`src/rtl/tx_word_scheduler.sv`:
```
// tx_word_scheduler
//
// Round-robin scheduler sharing one 32-bit word transmitter between two
// requesters. A granted word is captured into tx_data_o, the transmitter is
// launched with a one-cycle tx_start_o pulse, and the scheduler waits for
// tx_done_i (bounded by a timeout) followed by an idle gap before the next
// grant.
//
// Ports:
//   clk_i          system clock, rising edge
//   rst_i          asynchronous active-high reset
//   req0_i/data0_i requester 0 request and word (data stable while req high)
//   ack0_o         one-cycle pulse: data0_i captured
//   req1_i/data1_i requester 1 request and word
//   ack1_o         one-cycle pulse: data1_i captured
//   tx_data_o      word to transmitter, held until the next capture
//   tx_start_o     one-cycle launch pulse to transmitter
//   tx_done_i      one-cycle completion pulse from transmitter
//   busy_o         high whenever the scheduler is not idle
//   grant_id_o     index of the most recently granted requester
//   timeout_err_o  sticky: a package timed out
//   clr_err_i      synchronous clear of timeout_err_o

module tx_word_scheduler #(
    parameter int unsigned GAP_CYCLES     = 20,
    parameter int unsigned TIMEOUT_CYCLES = 4000
) (
    input  logic        clk_i,
    input  logic        rst_i,
    input  logic        req0_i,
    input  logic [31:0] data0_i,
    output logic        ack0_o,
    input  logic        req1_i,
    input  logic [31:0] data1_i,
    output logic        ack1_o,
    output logic [31:0] tx_data_o,
    output logic        tx_start_o,
    input  logic        tx_done_i,
    output logic        busy_o,
    output logic        grant_id_o,
    output logic        timeout_err_o,
    input  logic        clr_err_i
);

    typedef enum logic [1:0] {StIdle, StWait, StGap} state_e;

    localparam logic [15:0] TimeoutLast = 16'(TIMEOUT_CYCLES - 1);
    localparam logic [15:0] GapLast     = 16'((GAP_CYCLES == 0) ? 0 : GAP_CYCLES - 1);
    localparam bit          NoGap       = (GAP_CYCLES == 0);

    state_e      state_q, state_d;
    logic [15:0] timer_q, timer_d;
    logic [15:0] gap_q, gap_d;
    logic [31:0] tx_data_q, tx_data_d;
    logic        tx_start_q, tx_start_d;
    logic        ack0_q, ack0_d;
    logic        ack1_q, ack1_d;
    logic        busy_q, busy_d;
    logic        grant_q, grant_d;
    logic        last_q, last_d;
    logic        err_q, err_d;
    logic        winner;

    always_comb begin
        state_d    = state_q;
        timer_d    = timer_q;
        gap_d      = gap_q;
        tx_data_d  = tx_data_q;
        tx_start_d = 1'b0;
        ack0_d     = 1'b0;
        ack1_d     = 1'b0;
        grant_d    = grant_q;
        last_d     = last_q;
        err_d      = err_q;
        winner     = 1'b0;

        // Clear first so a timeout in the same cycle overrides it.
        if (clr_err_i) begin
            err_d = 1'b0;
        end

        unique case (state_q)
            StIdle: begin
                if (req0_i || req1_i) begin
                    // On a tie, grant the requester that did not win last time.
                    winner     = (req0_i && req1_i) ? ~last_q : req1_i;
                    tx_data_d  = winner ? data1_i : data0_i;
                    ack0_d     = ~winner;
                    ack1_d     = winner;
                    tx_start_d = 1'b1;
                    grant_d    = winner;
                    last_d     = winner;
                    timer_d    = '0;
                    state_d    = StWait;
                end
            end
            StWait: begin
                // Done takes priority over the terminal count: no error then.
                if (tx_done_i || (timer_q == TimeoutLast)) begin
                    if (!tx_done_i) begin
                        err_d = 1'b1;
                    end
                    gap_d   = '0;
                    state_d = NoGap ? StIdle : StGap;
                end else begin
                    timer_d = timer_q + 16'd1;
                end
            end
            StGap: begin
                if (gap_q == GapLast) begin
                    state_d = StIdle;
                end else begin
                    gap_d = gap_q + 16'd1;
                end
            end
            default: begin
                state_d = StIdle;
            end
        endcase

        busy_d = (state_d != StIdle);
    end

    always_ff @(posedge clk_i or posedge rst_i) begin
        if (rst_i) begin
            state_q    <= StIdle;
            timer_q    <= '0;
            gap_q      <= '0;
            tx_data_q  <= '0;
            tx_start_q <= 1'b0;
            ack0_q     <= 1'b0;
            ack1_q     <= 1'b0;
            busy_q     <= 1'b0;
            grant_q    <= 1'b0;
            last_q     <= 1'b1;
            err_q      <= 1'b0;
        end else begin
            state_q    <= state_d;
            timer_q    <= timer_d;
            gap_q      <= gap_d;
            tx_data_q  <= tx_data_d;
            tx_start_q <= tx_start_d;
            ack0_q     <= ack0_d;
            ack1_q     <= ack1_d;
            busy_q     <= busy_d;
            grant_q    <= grant_d;
            last_q     <= last_d;
            err_q      <= err_d;
        end
    end

    assign tx_data_o     = tx_data_q;
    assign tx_start_o    = tx_start_q;
    assign ack0_o        = ack0_q;
    assign ack1_o        = ack1_q;
    assign busy_o        = busy_q;
    assign grant_id_o    = grant_q;
    assign timeout_err_o = err_q;

endmodule
```
`config.mk`:
```
export PLATFORM = sky130hd
export DESIGN_NAME = tx_word_scheduler
export DESIGN_NICKNAME = d
export VERILOG_FILES = /design/src/rtl/tx_word_scheduler.sv
export SDC_FILE = /design/constraint.sdc
export NUM_CORES = 1
export LEC_CHECK = 0
export CORE_UTILIZATION = 35
export CTS_CLUSTER_SIZE = 20
export DETAILED_ROUTE_END_ITERATION = 7
export GPL_ROUTABILITY_DRIVEN = 0
export GPL_TIMING_DRIVEN = 0
export PLACE_DENSITY = 0.77
export SLEW_MARGIN = 20
export SYNTH_ARGS = -nofsm -noshare
export SYNTH_HDL_FRONTEND = slang
export SYNTH_SLANG_ARGS = --single-unit
```
`constraint.sdc`:
```
create_clock -name clk_i -period 2.2 [get_ports clk_i]
set_clock_uncertainty 0.2 [all_clocks]
set_input_delay 0.22 -clock clk_i [delete_from_list [all_inputs] [get_ports clk_i]]
set_output_delay 0.22 -clock clk_i [all_outputs]
set_load 0.01 [all_outputs]
```
==> impl_metrics.sql <==
INSERT INTO impl_metrics (metric_group, metric, value, unit) VALUES
('sta', 'fin_crit', '2.156', 'ns'),
('sta', 'finalCritPeriodShare', '98.02', '%'),
('logic_synthesis', 'post_synth_inst_count', '350', ''),
('clock_tree', 'root_buffer', 'sky130_fd_sc_hd__clkbuf_8', ''),
('routing', 'drt-total-wl', '8842', 'µm'),
('clock_tree', 'cts_buffer_depth', '2', ''),
('sta', 'slew-limit-headroom', '64.55', '%'),
('critical_path', 'cp_cell_sequence', 'or3b_4 > or4_4 > buf_6 > or3_1 > a21oi_2', ''),
('logic_synthesis', 'yosys_reg_bits', '73', ''),
('logic_synthesis', 'cell_types_occupying_the_most_area_after_synthesis', 'sky130_fd_sc_hd__dfrtp_1 (52%), sky130_fd_sc_hd__mux2i_1 (9.7%), sky130_fd_sc_hd__o21ai_0 (5.9%)', ''),
('critical_path', 'worst-endpoint-required', '2.27', 'ns'),
('critical_path', 'worst-path-stages', '5', ''),
('clock_tree', 'tritoncts.num_buffers', '9', ''),
('cells_and_area', 'finish.cell_count_without_fillers', '613', ''),
('floorplan', 'io_pins', '108', ''),
('power', 'p_leak', '2.154', 'nW'),
('global_route', 'antenna_violations_before_repair', '0', ''),
('cells_and_area', 'synthToLayoutAreaGrowth', '46.35', '%'),
('placement', 'placedCellCount', '592', ''),
('global_route', 'overflow', '0', ''),
('routing', 'routed_via_density', '5.183', ''),
('critical_path', 'critical_path.max_stage_delay', '0.49', 'ns'),
('logic_synthesis', 'syn-num-nets', '422', ''),
('cells_and_area', 'layout.filler_cells', '905', ''),
('logic_synthesis', 'synth_enable_flop_cells', '0', ''),
('routing', 'via_count', '3177', ''),
('critical_path', 'cp.buffers_inverters', '1', ''),
('critical_path', 'worst_r2r_path_depth', '5', ''),
('logic_synthesis', 'postSynth.asyncResetShare', '100.0', '%'),
('status', 'run_status', 'completed', ''),
('placement', 'placement.cell_area', '4785', 'µm²'),
('sta', 'fin_tns_setup', '0', 'ns'),
('sta', 'grt_setup_unrepaired', 'true', ''),
('logic_synthesis', 'post-synth-top-area-cell', 'sky130_fd_sc_hd__dfrtp_1', ''),
('logic_synthesis', 'synth_seq_area_share', '52.29', '%'),
('placement', 'dp.final_hpwl', '6641', 'µm'),
('critical_path', 'critPathTopFamily', 'simple AND/OR/NAND/NOR gates', ''),
('routing', 'drt_pre_antenna_iters', '4', ''),
('logic_synthesis', 'synth_common_cells', 'sky130_fd_sc_hd__dfrtp_1 (72), sky130_fd_sc_hd__nand2_1 (47), sky130_fd_sc_hd__o21ai_0 (41)', ''),
('clock_tree', 'worst_setup_hold_path_clk_slew', '0.07', 'ns'),
('routing', 'wl_per_cell', '14.42', 'µm'),
('cells_and_area', 'utilization', '52.58', '%'),
('clock_tree', 'clock_tree_from_tritoncts', 'done', ''),
('power', 'cellPowerDensity', '507.9', 'nW/µm²'),
('clock_tree', 'post_cts_hold_buffer_count', '0', ''),
('floorplan', 'rows', '36', ''),
('critical_path', 'startpoint_type', 'flop', ''),
('clock_tree', 'clock_insertion_delay_worst_skew', '0.34', 'ns'),
('floorplan', 'design.core.area', '9729', 'µm²'),
('floorplan', 'die_width', '101.9', 'µm'),
('sta', 'timing_max_transition_violations_final', '0', ''),
('clock_tree', 'cts.htree.levels', '3', ''),
('power', 'ir_drop', '269.7', 'µV'),
('critical_path', 'endpoint_kind', 'flop', ''),
('sta', 'timing.final.setup_violations', '0', ''),
('floorplan', 'die_h', '101.9', 'µm'),
('global_route', 'grt_usage', '18.07', '%'),
('power', 'finalPower', '2.599', 'mW'),
('clock_tree', 'tritoncts_num_sinks', '73', ''),
('global_route', 'first_global_vias', '3110', ''),
('sta', 'tightestPinTransition', '0.5283', 'ns'),
('critical_path', 'crit_arrival', '2.22', 'ns'),
('sta', 'final-hold-violation-count', '0', ''),
('floorplan', 'die-area', '10390', 'µm²'),
('logic_synthesis', 'synthesis.yosys.warnings', '0', ''),
('hold_path', 'holdCritPathClass', 'in2async', ''),
('routing', 'drc', '0', ''),
('logic_synthesis', 'syn_area_per_cell', '9.988', 'µm²'),
('logic_synthesis', 'yosysTopAreaCellShare', '51.54', '%'),
('placement', 'buffer_ports.inserted', '107', ''),
('critical_path', 'cp_slowest_cell', 'sky130_fd_sc_hd__or4_4', '');
layout make-up:
cell class | instances | area, µm² | area share [%]
buffer | 18 | 88.84 | 1.736
inverter | 7 | 30.03 | 0.5869
multi-input combinational | 251 | 1633 | 31.91
tap | 133 | 166.4 | 3.253
sequential | 73 | 1829 | 35.75
timing repair buffer | 116 | 1174 | 22.94
clock buffer | 12 | 155.1 | 3.033
clock inverter | 3 | 40.04 | 0.7826
placed cells by master (no fill, tap or decap), drive strengths merged, types with 11 or more instances in the layout:
master         Yosys  layout
clkbuf            13      24
nand4             11      11
mux2i             34      34
o21ai             42      42
buf                6      15
nand2             47      47
nor2              16      16
clkdlybuf4s50      0     106
a21oi             13      13
dfrtp             72      72
where the power goes:
group / switching (mW) / total [mW] / leakage [nW] / internal (mW)
clock: 0.464 / 1.04 / 0.102 / 0.576
combinational: 0.0728 / 0.217 / 1.07 / 0.144
sequential: 0.0000000000000000201 / 1.34 / 0.980 / 1.34
total: 0.537 / 2.60 / 2.15 / 2.06
repair_timing:
action	CTS	global route
resized for setup	7	21
setup buffers	6	1
endpoints found under the setup margin	28	29
pin swaps	0	4
gates cloned	0	0
kinds of logic after synthesis:
family | share of synthesized area, %
and+or+nand+nor | 19.11
AOI/OAI and AO/OA | 12.17
DFF | 52.29
muxes | 9.735
buffers and inverters | 2.971
xor gates and xnor gates | 3.006
adders and majority gates | 0.7157
path summary, 6_finish.rpt:
path / slack, ns / end / start
worst min-delay path: 0.03 / tx_data_o[4] / rst_i
worst min register to register: 0.28 / tx_data_o[10] / tx_data_o[10]
worst max register to register: 0.04 / timer_q[15] / state_q[1]
max in group asynchronous: 1.03 / last_q / rst_i
worst max-delay path: 0.04 / timer_q[15] / state_q[1]
min in group clk_i: 0.20 / gap_q[2] / tx_done_i
flip-flops by register name (all words and copies together) (netlist names):
| signal | flops |
|---|---|
| ack0_o | 1 |
| busy_o | 1 |
| last_q | 1 |
| gap_q | 16 |
| timeout_err_o | 1 |
| grant_id_o | 1 |
| state_q | 2 |
| ack1_o | 1 |
| timer_q | 16 |
| tx_start_o | 1 |
| tx_data_o | 32 |
per-layer routing:
metal / part of all wire (%) / vias up / track usage, % / wire [µm]
met2: 48 / 112 / 29.52 / 4251
met5: 0 / - / 0 / 0
met4: 1.3 / 0 / 5.824 / 116
met3: 7.5 / 11 / 5.746 / 660
li1: - / 1519 / - / -
met1: 43 / 1535 / 22.87 / 3813
through the flow:
| stage | setup WS, ns | hold slack, ns |
|---|---|---|
| after global routing | -0.009458 | 0.05524 |
| after CTS | 0.007613 | 0.02925 |
| after global placement | -0.2978 | 0.2612 |
| after detailed placement | -0.3565 | 0.2691 |
| final | 0.04355 | 0.02585 |
| after floorplan | 0.002843 | 0.1190 |
Note: power is estimated with default switching activity, not from simulation.
